==> src/rtl/clk_phase_pkg.sv <==
// clk_phase_pkg: shared widths and the phase-decode rule for clk_phase_gen.
package clk_phase_pkg;

    // Bits needed to count slots 0 .. 2*num_out-1.
    function automatic int slot_width(input int num_out);
        return $clog2(2 * num_out);
    endfunction

    // Bits needed to count 0 .. lock_periods inclusive.
    function automatic int lock_width(input int lock_periods);
        return $clog2(lock_periods + 1);
    endfunction

    // Output k is high while (slot - k) mod 2*num_out is in the first half of the period.
    function automatic logic phase_high(input int slot, input int k, input int num_out);
        int diff;
        diff = slot - k;
        if (diff < 0) begin
            diff = diff + 2 * num_out;
        end
        return diff < num_out;
    endfunction

endpackage

==> src/rtl/clk_lock_mon.sv <==
// clk_lock_mon: counts consecutive output periods that kept the same divide
// ratio and raises locked once LOCK_PERIODS of them have completed.
module clk_lock_mon
    import clk_phase_pkg::*;
#(
    parameter int CNT_W        = 8,
    parameter int LOCK_PERIODS = 16
) (
    input  logic             clk,
    input  logic             rst,
    input  logic             wrap,
    input  logic [CNT_W-1:0] div_in,
    input  logic [CNT_W-1:0] div_q,
    output logic             locked
);

    localparam int              LOCK_W   = lock_width(LOCK_PERIODS);
    localparam logic [LOCK_W-1:0] LOCK_MAX = LOCK_W'(LOCK_PERIODS);

    logic [LOCK_W-1:0] cnt_q, cnt_d;
    logic              locked_q, locked_d;

    // On each period wrap: a new ratio restarts the count, an unchanged one extends it.
    always_comb begin
        cnt_d    = cnt_q;
        locked_d = locked_q;
        if (wrap) begin
            if (div_in != div_q) begin
                cnt_d    = '0;
                locked_d = 1'b0;
            end else begin
                if (cnt_q != LOCK_MAX) begin
                    cnt_d = cnt_q + LOCK_W'(1);
                end
                locked_d = (cnt_d == LOCK_MAX);
            end
        end
    end

    // Lock counter and flag registers.
    always_ff @(posedge clk) begin
        if (rst) begin
            cnt_q    <= '0;
            locked_q <= 1'b0;
        end else begin
            cnt_q    <= cnt_d;
            locked_q <= locked_d;
        end
    end

    assign locked = locked_q;

endmodule

==> src/rtl/clk_phase_gen.sv <==
// clk_phase_gen: NUM_OUT phase-staggered square clocks with rise/fall enables
// and a lock flag, all derived from CLK_IN1.
// Optional feature: define CLK_STRETCH_EN to let STRETCH hold the current slot;
// without it STRETCH is ignored and the period length is always exact.
module clk_phase_gen
    import clk_phase_pkg::*;
#(
    parameter int NUM_OUT      = 4,
    parameter int CNT_W        = 8,
    parameter int LOCK_PERIODS = 16
) (
    input  logic               CLK_IN1,
    input  logic               RESET,
    input  logic [CNT_W-1:0]   DIV,
    input  logic               STRETCH,
    output logic [NUM_OUT-1:0] CLK_OUT,
    output logic [NUM_OUT-1:0] CLK_EN_RISE,
    output logic [NUM_OUT-1:0] CLK_EN_FALL,
    output logic               LOCKED
);

    localparam int                SLOT_W    = slot_width(NUM_OUT);
    localparam logic [SLOT_W-1:0] SLOT_LAST = SLOT_W'(2 * NUM_OUT - 1);

    logic [SLOT_W-1:0]  slot_q, slot_d;
    logic [CNT_W-1:0]   sub_q, sub_d;
    logic [CNT_W-1:0]   div_q, div_d;
    logic [NUM_OUT-1:0] out_q, out_d;
    logic [NUM_OUT-1:0] rise_q, rise_d;
    logic [NUM_OUT-1:0] fall_q, fall_d;
    logic               locked_q, locked_d;

    logic               hold;
    logic               at_end;
    logic               wrap;
    logic               lock_state;
    logic [NUM_OUT-1:0] phase;

`ifdef CLK_STRETCH_EN
    assign hold = STRETCH;
`else
    logic unused_stretch;
    assign unused_stretch = STRETCH;
    assign hold           = 1'b0;
`endif

    // A slot ends when sub reaches div_q; the period wraps after the last slot.
    assign at_end = (sub_q == div_q);
    assign wrap   = at_end && !hold && (slot_q == SLOT_LAST);

    // Slot/sub counters; DIV is only taken on at a period wrap.
    always_comb begin
        sub_d  = sub_q;
        slot_d = slot_q;
        div_d  = div_q;
        if (at_end) begin
            if (!hold) begin
                sub_d = '0;
                if (slot_q == SLOT_LAST) begin
                    slot_d = '0;
                    div_d  = DIV;
                end else begin
                    slot_d = slot_q + SLOT_W'(1);
                end
            end
        end else begin
            sub_d = sub_q + CNT_W'(1);
        end
    end

    // Decode the current slot into the level every phase output should take.
    always_comb begin
        phase = '0;
        for (int k = 0; k < NUM_OUT; k++) begin
            phase[k] = phase_high(int'(slot_q), k, NUM_OUT);
        end
    end

    // Registered outputs: edges are found against the level currently shown.
    always_comb begin
        out_d    = phase;
        rise_d   = phase & ~out_q;
        fall_d   = ~phase & out_q;
        locked_d = lock_state;
    end

    clk_lock_mon #(
        .CNT_W        (CNT_W),
        .LOCK_PERIODS (LOCK_PERIODS)
    ) u_lock_mon (
        .clk    (CLK_IN1),
        .rst    (RESET),
        .wrap   (wrap),
        .div_in (DIV),
        .div_q  (div_q),
        .locked (lock_state)
    );

    // State and output registers; reset abandons any period in progress.
    always_ff @(posedge CLK_IN1) begin
        if (RESET) begin
            slot_q   <= '0;
            sub_q    <= '0;
            div_q    <= DIV;
            out_q    <= '0;
            rise_q   <= '0;
            fall_q   <= '0;
            locked_q <= 1'b0;
        end else begin
            slot_q   <= slot_d;
            sub_q    <= sub_d;
            div_q    <= div_d;
            out_q    <= out_d;
            rise_q   <= rise_d;
            fall_q   <= fall_d;
            locked_q <= locked_d;
        end
    end

    assign CLK_OUT     = out_q;
    assign CLK_EN_RISE = rise_q;
    assign CLK_EN_FALL = fall_q;
    assign LOCKED      = locked_q;

endmodule

==> config.mk <==
export PLATFORM = sky130hd
export DESIGN_NAME = clk_phase_gen
export DESIGN_NICKNAME = d
export VERILOG_FILES = /design/src/rtl/clk_phase_pkg.sv /design/src/rtl/clk_lock_mon.sv /design/src/rtl/clk_phase_gen.sv
export SDC_FILE = /design/constraint.sdc
export NUM_CORES = 1
export LEC_CHECK = 0
export BUFFER_PORTS_ARGS = -buffer_cell sky130_fd_sc_hd__buf_2
export CAP_MARGIN = 30
export CORE_ASPECT_RATIO = 0.75
export CORE_MARGIN = 2
export CORE_UTILIZATION = 25
export CTS_BUF_LIST = sky130_fd_sc_hd__clkbuf_8
export DETAILED_ROUTE_END_ITERATION = 12
export GPL_TIMING_DRIVEN = 0
export PLACE_DENSITY = 0.5
export RECOVER_POWER = 25
export SETUP_SLACK_MARGIN = 0.15
export SLEW_MARGIN = 20
export SYNTH_ARGS = -nofsm -noshare
export SYNTH_HDL_FRONTEND = slang
export SYNTH_SLANG_ARGS = --single-unit
export TNS_END_PERCENT = 5
==> constraint.sdc <==
create_clock -name CLK_IN1 -period 1.79 [get_ports CLK_IN1]
set_input_delay 0.2685 -clock CLK_IN1 [delete_from_list [all_inputs] [get_ports CLK_IN1]]
set_output_delay 0.2685 -clock CLK_IN1 [all_outputs]
set_load 0.01 [all_outputs]
Word level (Yosys, flattened, before mapping)
Cells that the tools add are included.

Bitwise operators: 4. Reductions and logical operators: 5. Muxes and demuxes: 13. Magnitude comparators: 8. $add $sub $neg: 10. Eq/ne operators: 5.

Operators by type and width (count): < comparator 32 x 4 -> 1 bit, second input constant (4); two-way mux 32 bit (3); two-way mux 5 bit (5); two-way mux 8 bit (3); adder 4 x 5 -> 6 bit, second input constant (3); < comparator 4 x 1 -> 1 bit, second input constant (3); adder 8 x 1 -> 8 bit, second input constant (1); bitwise AND 4 bit (2); == test 8 bit (1); != test 8 bit (1); NOT 4 bit (2); subtractor 3 x 2 -> 4 bit, second input constant (2); adder 3 x 4 -> 5 bit, second input constant (1); adder 5 x 1 -> 5 bit, second input constant (1); == test 5 bit, second input constant (1); != test 5 bit, second input constant (1); nonzero test 2 bit (2); subtractor 3 x 1 -> 4 bit, second input constant (1); adder 3 x 1 -> 3 bit, second input constant (1); == test 3 bit, second input constant (1); < comparator 3 x 1 -> 1 bit, second input constant (1); two-way mux 3 bit (1); AND reduction 2 bit (1); OR reduction 2 bit (1); other kinds (2) (2).

Register bits after elaboration: 38. Input port bits: 11. Output and inout port bits: 13. Logic and storage cells: 54.

Logic depth before layout (Yosys ltp)
Gate-level depths: netlist of run 1.

Word-level depth: 6. Gate-level depth with buffers: 7. Depth with buffers taken out: 7.

Cells and area by module
From an unflattened synthesis of run 1, not the netlist that was laid out.

Cells, all modules: 162. Area, all modules: 1692.9 sq um.

By module, submodules not included: clk_phase_gen (cells an instance 102, area each 1187.4 sq um, instances 1); clk_lock_mon (cells an instance 60, area each 505.5 sq um, instances 1).

Worst setup path before layout of run 1
OpenSTA, ideal clock, no wires.

Path type: register to register. Start point: reg div_q[1]. End point: reg div_q[0], enable pin. Setup time: 0.324 ns. Path slack: 0.240 ns. Cell stages (with the launch flop): 5. Arrival time: 1.226 ns. Data required time: 1.466 ns. Path through: edfxtp_1 xnor2_2 and4_4 a31oi_4 inv_1.

Word-level cells in the longest chain between the ends: 3.

Ends and longest elaborated chain: start: declaration (line clk_phase_gen.sv:27) `logic [CNT_W-1:0] div_q, div_d;`; start signal: assignment (line clk_phase_gen.sv:112) `div_q <= div_d;`; == test 8 bit (line clk_phase_gen.sv:48) `assign at_end = (sub_q == div_q);`; nonzero test 2 bit (no line); AND reduction 2 bit (no line).

Every way passes these cells. A chain may end at the register's enable or synchronous reset.

Final worst setup path of run 1
Start point: reg div_q[5]. End point: reg u_lock_mon.cnt_q[4].

Word-level cells in the longest chain between the ends: 2. Elaborated cells between the ends (all ways): 4. Those cells by class: eq/ne (2); mux (1); reduce/logical (1).

Ends and longest elaborated chain: != test 8 bit or == test 8 bit (tied branches) (line clk_lock_mon.sv:28, clk_phase_gen.sv:48); two-way mux 5 bit or logical AND 1 bit (tied branches) (line clk_lock_mon.sv:28, clk_phase_gen.sv:49); end signal: assignment (line clk_lock_mon.sv:46) `cnt_q <= cnt_d;`; end: declaration (line clk_lock_mon.sv:20) `logic [LOCK_W-1:0] cnt_q, cnt_d;`.

Several ways; a longest one is shown, not always the timed one.

==> metrics.md, run 1 <==
| Metric | Value |
|---|---|
| Critical Path Start Type | register |
| DP Cell Count | 265 |
| Cell taking the most area after synthesis | sky130_fd_sc_hd__dfxtp_1 |
| Power per standard cell area | 771 mW/mm^2 |
| Std cell rows | 26 |
| Worst EP arrival | 1.88 ns |
| Global-route wire length before repair | 5640 um |
| Total count of max-transition violations in the final report | 0 |
| FF+latch area | 841 sq um |
| Run status | finished clean |
| Grt total ovfl | 0 |
| Gate count after technology mapping | 160 |
| Post-route total power | 1.63 mW |
| Share of synthesized area occupied by flip-flops and latches | 48.2% |
| Setup repair after global routing missed its margin | yes |
| Cells along the critical path | buf_4 -> xnor2_1 -> nand4_1 -> nor4_4 -> nand2_1 -> o22ai_1 |
| Largest delay share family, worst path | simple AND/OR/NAND/NOR gates |
| Number of search-and-repair iterations in the first detailed-routing pass | 4 |
| Pre-CTS setup slack | 0.0243 ns |
| Required time at the endpoint of the critical path | 2.00 ns |
| Max clock buf depth | 2 |
| Final hold slack | 0.205 ns |
| Ratio of cells with drive above 1 in the final layout | 26.2% |
| PortBufs | 21 |
| Die Y-Extent | between 70 and 80 um |
| Largest driver fanout on the critical path | 5 |
| Count of unique library cells instantiated by Yosys | 38 |
| Most numerous cell types in the synthesized netlist | sky130_fd_sc_hd__dfxtp_1, sky130_fd_sc_hd__xnor2_1, sky130_fd_sc_hd__inv_1 |
| Final Setup Violations | 0 |
| Number of hold-slack violations in the final timing report | 0 |
| Leading register cell type out of synthesis | sky130_fd_sc_hd__dfxtp_1 |
| Syn nets | 177 |
| Number of warning messages in the yosys log | 0 |
| CTS Buf Count | 5 |
| Endpoint class of the critical path | register |
| Async SR Flop Fraction | 0% |
| Time the final worst path needs with I/O delays and setup | 1.67 ns |
| Class of the most critical hold timing path | input port to register |
| Top post-synthesis cells by area | sky130_fd_sc_hd__dfxtp_1, sky130_fd_sc_hd__edfxtp_1, sky130_fd_sc_hd__xnor2_1 |
| Setup CP Type | register to register |
| Post-layout utilization of the core | 31.3% |
| Ratio of routed vias to standard cells | between 4 and 5 |
| Detailed Route Iter0 Violations | 31 |
| Number of global-route vias before repair | between 1000 and 1500 |
| Number of H-tree branching levels | 2 |
| Transition time at the pin with the least slew margin | 0.613 ns |
| Detailed Place HPWL | 2340 um |
| Core Region | 0.00677 sq mm |
| Post-Synthesis Cell Area | roughly 0.0017 sq mm |
| Sink count of the clock tree | 38 |
| Number of antenna violations at the first check in global routing | 0 |
| Routed length per placed instance | 11.6 um |
| Peak Freq | 599 MHz |
| Delay of the slowest critical-path stage | 0.45 ns |
| Antenna diodes | 0 |
| Most frequent cell after synthesis | sky130_fd_sc_hd__dfxtp_1 |
| Buffers and inverters on the worst path | 1 |
| Mean post-synth cell area | 10.9 sq um |
| Final RePlAce weighted congestion | ~0.8 |
| Cell area reported after detailed placement | between 0.0015 and 0.002 sq mm |
| Starting density of the core | 25.8% |
| Register clock-pin slew on the reported worst setup and hold paths | 0.08 ns |
| Multi-input gate area | 882 sq um |
| Total negative slack | 0 ns |
| Count of vias placed by the detailed router | 1192 |
| Hold-fix buffers at CTS | 0 |
| Crit path setup slack, layout | 0.121 ns |
| Post-route DRC | 0 |
| Fillcell total | 727 |
| Cell with the biggest individual delay on the critical path | sky130_fd_sc_hd__edfxtp_1 |
| VDD IR-drop max | 0.256 mV |
| Period Utilization, post-route | 93.3% |
| Global-route usage over all layers | 9.55% |
| Max-cap violations | 0 |
| Worst clock skew | slightly below 0.007 ns |
| Die area | 0.00766 sq mm |
| Top-level port count | 24 |
| Non-filler cells, final | 279 |
| Number of synthesized register bits | 38 |
| Final net count | 211 |
| Reported leakage power | 0.785 nW |
| Clock latency on the worst-skew pair | 0.29 ns |
| Post-route design area | roughly 0.0021 sq mm |
| Area added between synthesis and finish | 21.4% |
| Normalized max-slew margin | 59.1% |
| Yosys top cell area share | ~34% |
| Horizontal extent of the die | 100 um |
| Largest net degree at the start of global routing | 13 |
| TritonCTS clock tree | done |
| Post-detailed-routing wire length | 3240 um |
| Root buf cell | sky130_fd_sc_hd__clkbuf_8 |
| Antenna Nets Post-Route | 0 |
| Number of enable flip-flop cells after synthesis | 8 |
[area by class of cell]
class | count | share of cell area [%]
multi-input combinational | 107 | 41.7
sequential | 38 | 39.7
timing repair buffer | 27 | 6.33
tap | 84 | 4.97
clock buffer | 5 | 3.25
inverter | 11 | 2.13
buffer | 4 | 1.06
clock inverter | 3 | 0.828
[logic make-up after synthesis]
kind of cell,count (synthesis),synth area share (%)
xor+xnor,25,14.3
mux,2,1.15
compound gates,16,6.24
flops,38,48.2
buf+inv,15,3.66
simple gates,58,22.1
fa+ha+maj,6,4.31
[per-layer routing]
layer	share of wire (%)	track usage (%)	vias up	wire length (um)
met5	0	0	-	0
met4	1.3	4.11	0	41
met3	5.4	3.49	4	174
met2	39	12.8	23	1260
met1	55	13.6	548	1770
li1	-	-	617	-
[layout by cell type, fill, tap and decap left out, types with 3 or more instances in the layout]
master,n
sky130_fd_sc_hd__xor2_1,8
sky130_fd_sc_hd__nor2_1,9
sky130_fd_sc_hd__buf_2,8
sky130_fd_sc_hd__inv_1,11
sky130_fd_sc_hd__dfxtp_1,30
sky130_fd_sc_hd__nand3_1,9
sky130_fd_sc_hd__a31oi_1,3
sky130_fd_sc_hd__clkbuf_1,16
sky130_fd_sc_hd__a21oi_1,3
sky130_fd_sc_hd__xnor2_1,9
sky130_fd_sc_hd__xnor2_2,8
sky130_fd_sc_hd__clkbuf_8,5
sky130_fd_sc_hd__nor3_1,4
sky130_fd_sc_hd__ha_1,5
sky130_fd_sc_hd__o22ai_1,4
sky130_fd_sc_hd__nor2b_1,3
sky130_fd_sc_hd__nand2_1,4
sky130_fd_sc_hd__nor2_2,8
sky130_fd_sc_hd__edfxtp_1,8
sky130_fd_sc_hd__buf_4,6
[final timing paths]
check                           slack (ns)             endpoint       start  depth (start not counted)
worst min-delay path                  0.20             div_q[4]      DIV[4]                          1
worst max register to register        0.12  u_lock_mon.cnt_q[4]    div_q[5]                          6
worst max-delay path                  0.12  u_lock_mon.cnt_q[4]    div_q[5]                          6
worst min register to register        0.44       CLK_EN_RISE[0]  CLK_OUT[0]                          1
[sequential cells by signal (all words and copies together) (netlist names)]
register,count
sub_q,8
slot_q,3
u_lock_mon.cnt_q,5
LOCKED,1
div_q,8
u_lock_mon.locked,1
CLK_EN_FALL,4
CLK_EN_RISE,4
CLK_OUT,4
[repair_timing]
item,4_1_cts,5_1_grt
pin swaps,7,7
cloned,0,0
gates resized for setup,2,6
endpoints found under the setup margin,9,22
endpoints found under the hold margin,0,0
setup buffers,3,3
[power breakdown]
group          leakage [nW]  total (mW)  internal [mW]  switching (mW)
Clock                0.0493       0.575          0.269           0.306
Combinational         0.414       0.136         0.0682          0.0678
Sequential            0.321       0.920          0.894          0.0257
Power figures use the tool's default switching activity.
==> run 2: changes to the inputs <==
--- a/config.mk
+++ b/config.mk
@@ -14,7 +14,7 @@
 export DETAILED_ROUTE_END_ITERATION = 12
 export GPL_TIMING_DRIVEN = 0
 export PLACE_DENSITY = 0.5
-export RECOVER_POWER = 25
+export RECOVER_POWER = 50
 export SETUP_SLACK_MARGIN = 0.15
 export SLEW_MARGIN = 20
 export SYNTH_ARGS = -nofsm -noshare
==> metrics.md, run 2 (synthesized netlist as in run 1, its figures left out) <==
| Metric | Value |
|---|---|
| Period Utilization, post-route | 93.3% (unchanged) |
| Fillcell total | 734 (was 727) |
| Max-cap violations | 0 (unchanged) |
| Registers with the most flip-flops | div_q (8), sub_q (8), u_lock_mon.cnt_q (5) (unchanged) |
| Antenna Nets Post-Route | 0 (unchanged) |
| Non-filler cells, final | 279 (unchanged) |
| Cell count of the worst reg-to-reg path | 6 (unchanged) |
| Detailed Place HPWL | 2340 um (unchanged) |
| Most common cell after layout, fill and taps aside | sky130_fd_sc_hd__dfxtp_1 (unchanged) |
| PortBufs | 21 (unchanged) |
| VDD IR-drop max | 0.256 mV (unchanged) |
| Time the final worst path needs with I/O delays and setup | 1.67 ns (unchanged) |
| Routed length per placed instance | 11.7 um (was 11.6 um) |
| Largest net degree at the start of global routing | 13 (unchanged) |
| Total count of max-transition violations in the final report | 0 (unchanged) |
| Critical Path Start Type | register (unchanged) |
| Die Y-Extent | 76.3 um (unchanged) |
| Grt total ovfl | 0 (unchanged) |
| Run status | finished clean (unchanged) |
| Setup CP Type | register to register (unchanged) |
| Reported leakage power | 0.752 nW (was 0.785 nW) |
| Relative contribution of combinational cells to total power | 8.3% (about the same) |
| Max clock buf depth | 2 (unchanged) |
| Setup repair after global routing missed its margin | yes (unchanged) |
| Required time at the endpoint of the critical path | 2.00 ns (about the same) |
| Count of vias placed by the detailed router | 1190 (was 1192) |
| Register clock-pin slew on the reported worst setup and hold paths | 0.08 ns (about the same) |
| Sink count of the clock tree | 38 (unchanged) |
| Core Region | 0.00677 sq mm (unchanged) |
| Clock network fraction of total power | 35.3% (about the same) |
| Std cell rows | 26 (unchanged) |
| Number of cells on the worst hold path | 1 (unchanged) |
| Ratio of cells with drive above 1 in the final layout | 22.1% (was 26.2%) |
| Number of global-route vias before repair | 1167 (unchanged) |
| Number of search-and-repair iterations in the first detailed-routing pass | 4 (unchanged) |
| Root buf cell | sky130_fd_sc_hd__clkbuf_8 (unchanged) |
| Detailed Route Iter0 Violations | 31 (unchanged) |
| Post-route DRC | 0 (unchanged) |
| Ratio of routed vias to standard cells | 4.27 (about the same) |
| Worst EP arrival | 1.88 ns (about the same) |
| Top-level port count | 24 (unchanged) |
| Final Setup Violations | 0 (unchanged) |
| Number of H-tree branching levels | 2 (unchanged) |
| Peak Freq | 599 MHz (unchanged) |
| Global-route usage over all layers | 9.55% (unchanged) |
| Class of the most critical hold timing path | input port to register (unchanged) |
| Power dissipated by switching net loads | 0.400 mW (was 0.399 mW) |
| Final net count | 211 (unchanged) |
| Proportion of power drawn by flip-flops and latches | 56.4% (about the same) |
| Antenna diodes | 0 (unchanged) |
| Number of antenna violations at the first check in global routing | 0 (unchanged) |
| Hold-fix buffers at CTS | 0 (unchanged) |
| Transition time at the pin with the least slew margin | 0.613 ns (unchanged) |
| Final RePlAce weighted congestion | 0.799 (unchanged) |
| Global-route wire length before repair | 5640 um (unchanged) |
| Clock latency on the worst-skew pair | 0.29 ns (about the same) |
| Starting density of the core | 25.8% (unchanged) |
| Largest driver fanout on the critical path | 5 (unchanged) |
| Total negative slack | 0 ns (unchanged) |
| Crit path setup slack, layout | 0.121 ns (unchanged) |
| Highest-count cells in the layout ignoring fill and taps | sky130_fd_sc_hd__dfxtp_1, sky130_fd_sc_hd__clkbuf_1, sky130_fd_sc_hd__inv_1 (unchanged) |
| CTS Buf Count | 5 (unchanged) |
| Worst clock skew | 0.00692 ns (about the same) |
| Endpoint class of the critical path | register (unchanged) |
| Post-detailed-routing wire length | 3260 um (was 3240 um) |
| Normalized max-slew margin | 59.1% (unchanged) |
| Die area | 0.00766 sq mm (unchanged) |
| Area added between synthesis and finish | 20.8% (was 21.4%) |
| Internal power of the cells | 1.23 mW (about the same) |
| Sw Share | 24.5% (about the same) |
| Horizontal extent of the die | 100 um (unchanged) |
| Number of hold-slack violations in the final timing report | 0 (unchanged) |
| Pre-CTS setup slack | 0.0243 ns (unchanged) |
| TritonCTS clock tree | done (unchanged) |
| DP Cell Count | 265 (unchanged) |
| Power per standard cell area | 774 mW/mm^2 (was 771 mW/mm^2) |
## run 2: changes by cell type in the layout (fill, tap and decap cells not counted), sizes merged
cell | before | now
clkbuf | 21 | 29
buf | 15 | 7
## run 2: layout make-up
type	count	area [sq um]	share of cell area, %
repair buffers	27	124	5.88
well taps	84	105	4.99
flip-flops and latches	38	841	39.9
inverters	11	45.0	2.14
multi-input cells	107	882	41.9
clock buffers	5	68.8	3.27
plain buffers	4	22.5	1.07
clock inverters	3	17.5	0.832
## run 2: power by group through the flow
stage / Sequential [mW] / Combinational, mW / Clock, mW
floorplan: 0.934 / 0.0898 / 0
global placement: 0.939 / 0.119 / 0
detailed placement: 0.939 / 0.120 / 0
CTS: 0.919 / 0.127 / 0.603
global route: 0.923 / 0.149 / 0.640
finish: 0.920 / 0.135 / 0.575
## run 2: per-layer routing
layer / track usage [%] / share of wire [%]
met4: 4.11 / 1.3
met2: 12.8 / 39
met5: 0 / 0
met1: 13.6 / 55
met3: 3.49 / 5.4
## run 2: metrics by stage
| stage | utilization (%) | cell area, sq um | hold slack (ns) | power [mW] |
|---|---|---|---|---|
| 6_report | 31.1 | 2110 | 0.205 | 1.63 |
| 3_3_place_gp | 28.9 | 1950 | 0.425 | 1.06 |
| 3_5_place_dp | 28.9 | 1950 | 0.425 | 1.06 |
| 5_1_grt | 31.1 | 2110 | 0.204 | 1.71 |
| 2_1_floorplan | - | 1740 | 0.367 | 1.02 |
| 4_1_cts | 30.6 | 2070 | 0.168 | 1.65 |
## run 2: worst max-delay path: stages, from the launching register on
cell and delay (ns):
sky130_fd_sc_hd__edfxtp_1 0.45, sky130_fd_sc_hd__buf_4 0.17, sky130_fd_sc_hd__xnor2_1 0.15, sky130_fd_sc_hd__nand4_1 0.16, sky130_fd_sc_hd__nor4_4 0.31, sky130_fd_sc_hd__nand2_1 0.18
sky130_fd_sc_hd__o22ai_1 0.18
## run 2: timing repair
item,4_1_cts,5_1_grt
buffers inserted,3,3
pin swaps,7,7
gates resized for setup,2,6
endpoints found under the setup margin,9,22
## run 2: worst paths after layout
| kind | start | to | slack (ns) |
|---|---|---|---|
| hold reg to reg | CLK_OUT[3] | CLK_EN_RISE[3] | 0.45 |
| hold / removal | DIV[4] | div_q[4] | 0.20 |
| setup / recovery | div_q[5] | u_lock_mon.cnt_q[4] | 0.12 |
| setup reg to reg | div_q[5] | u_lock_mon.cnt_q[4] | 0.12 |
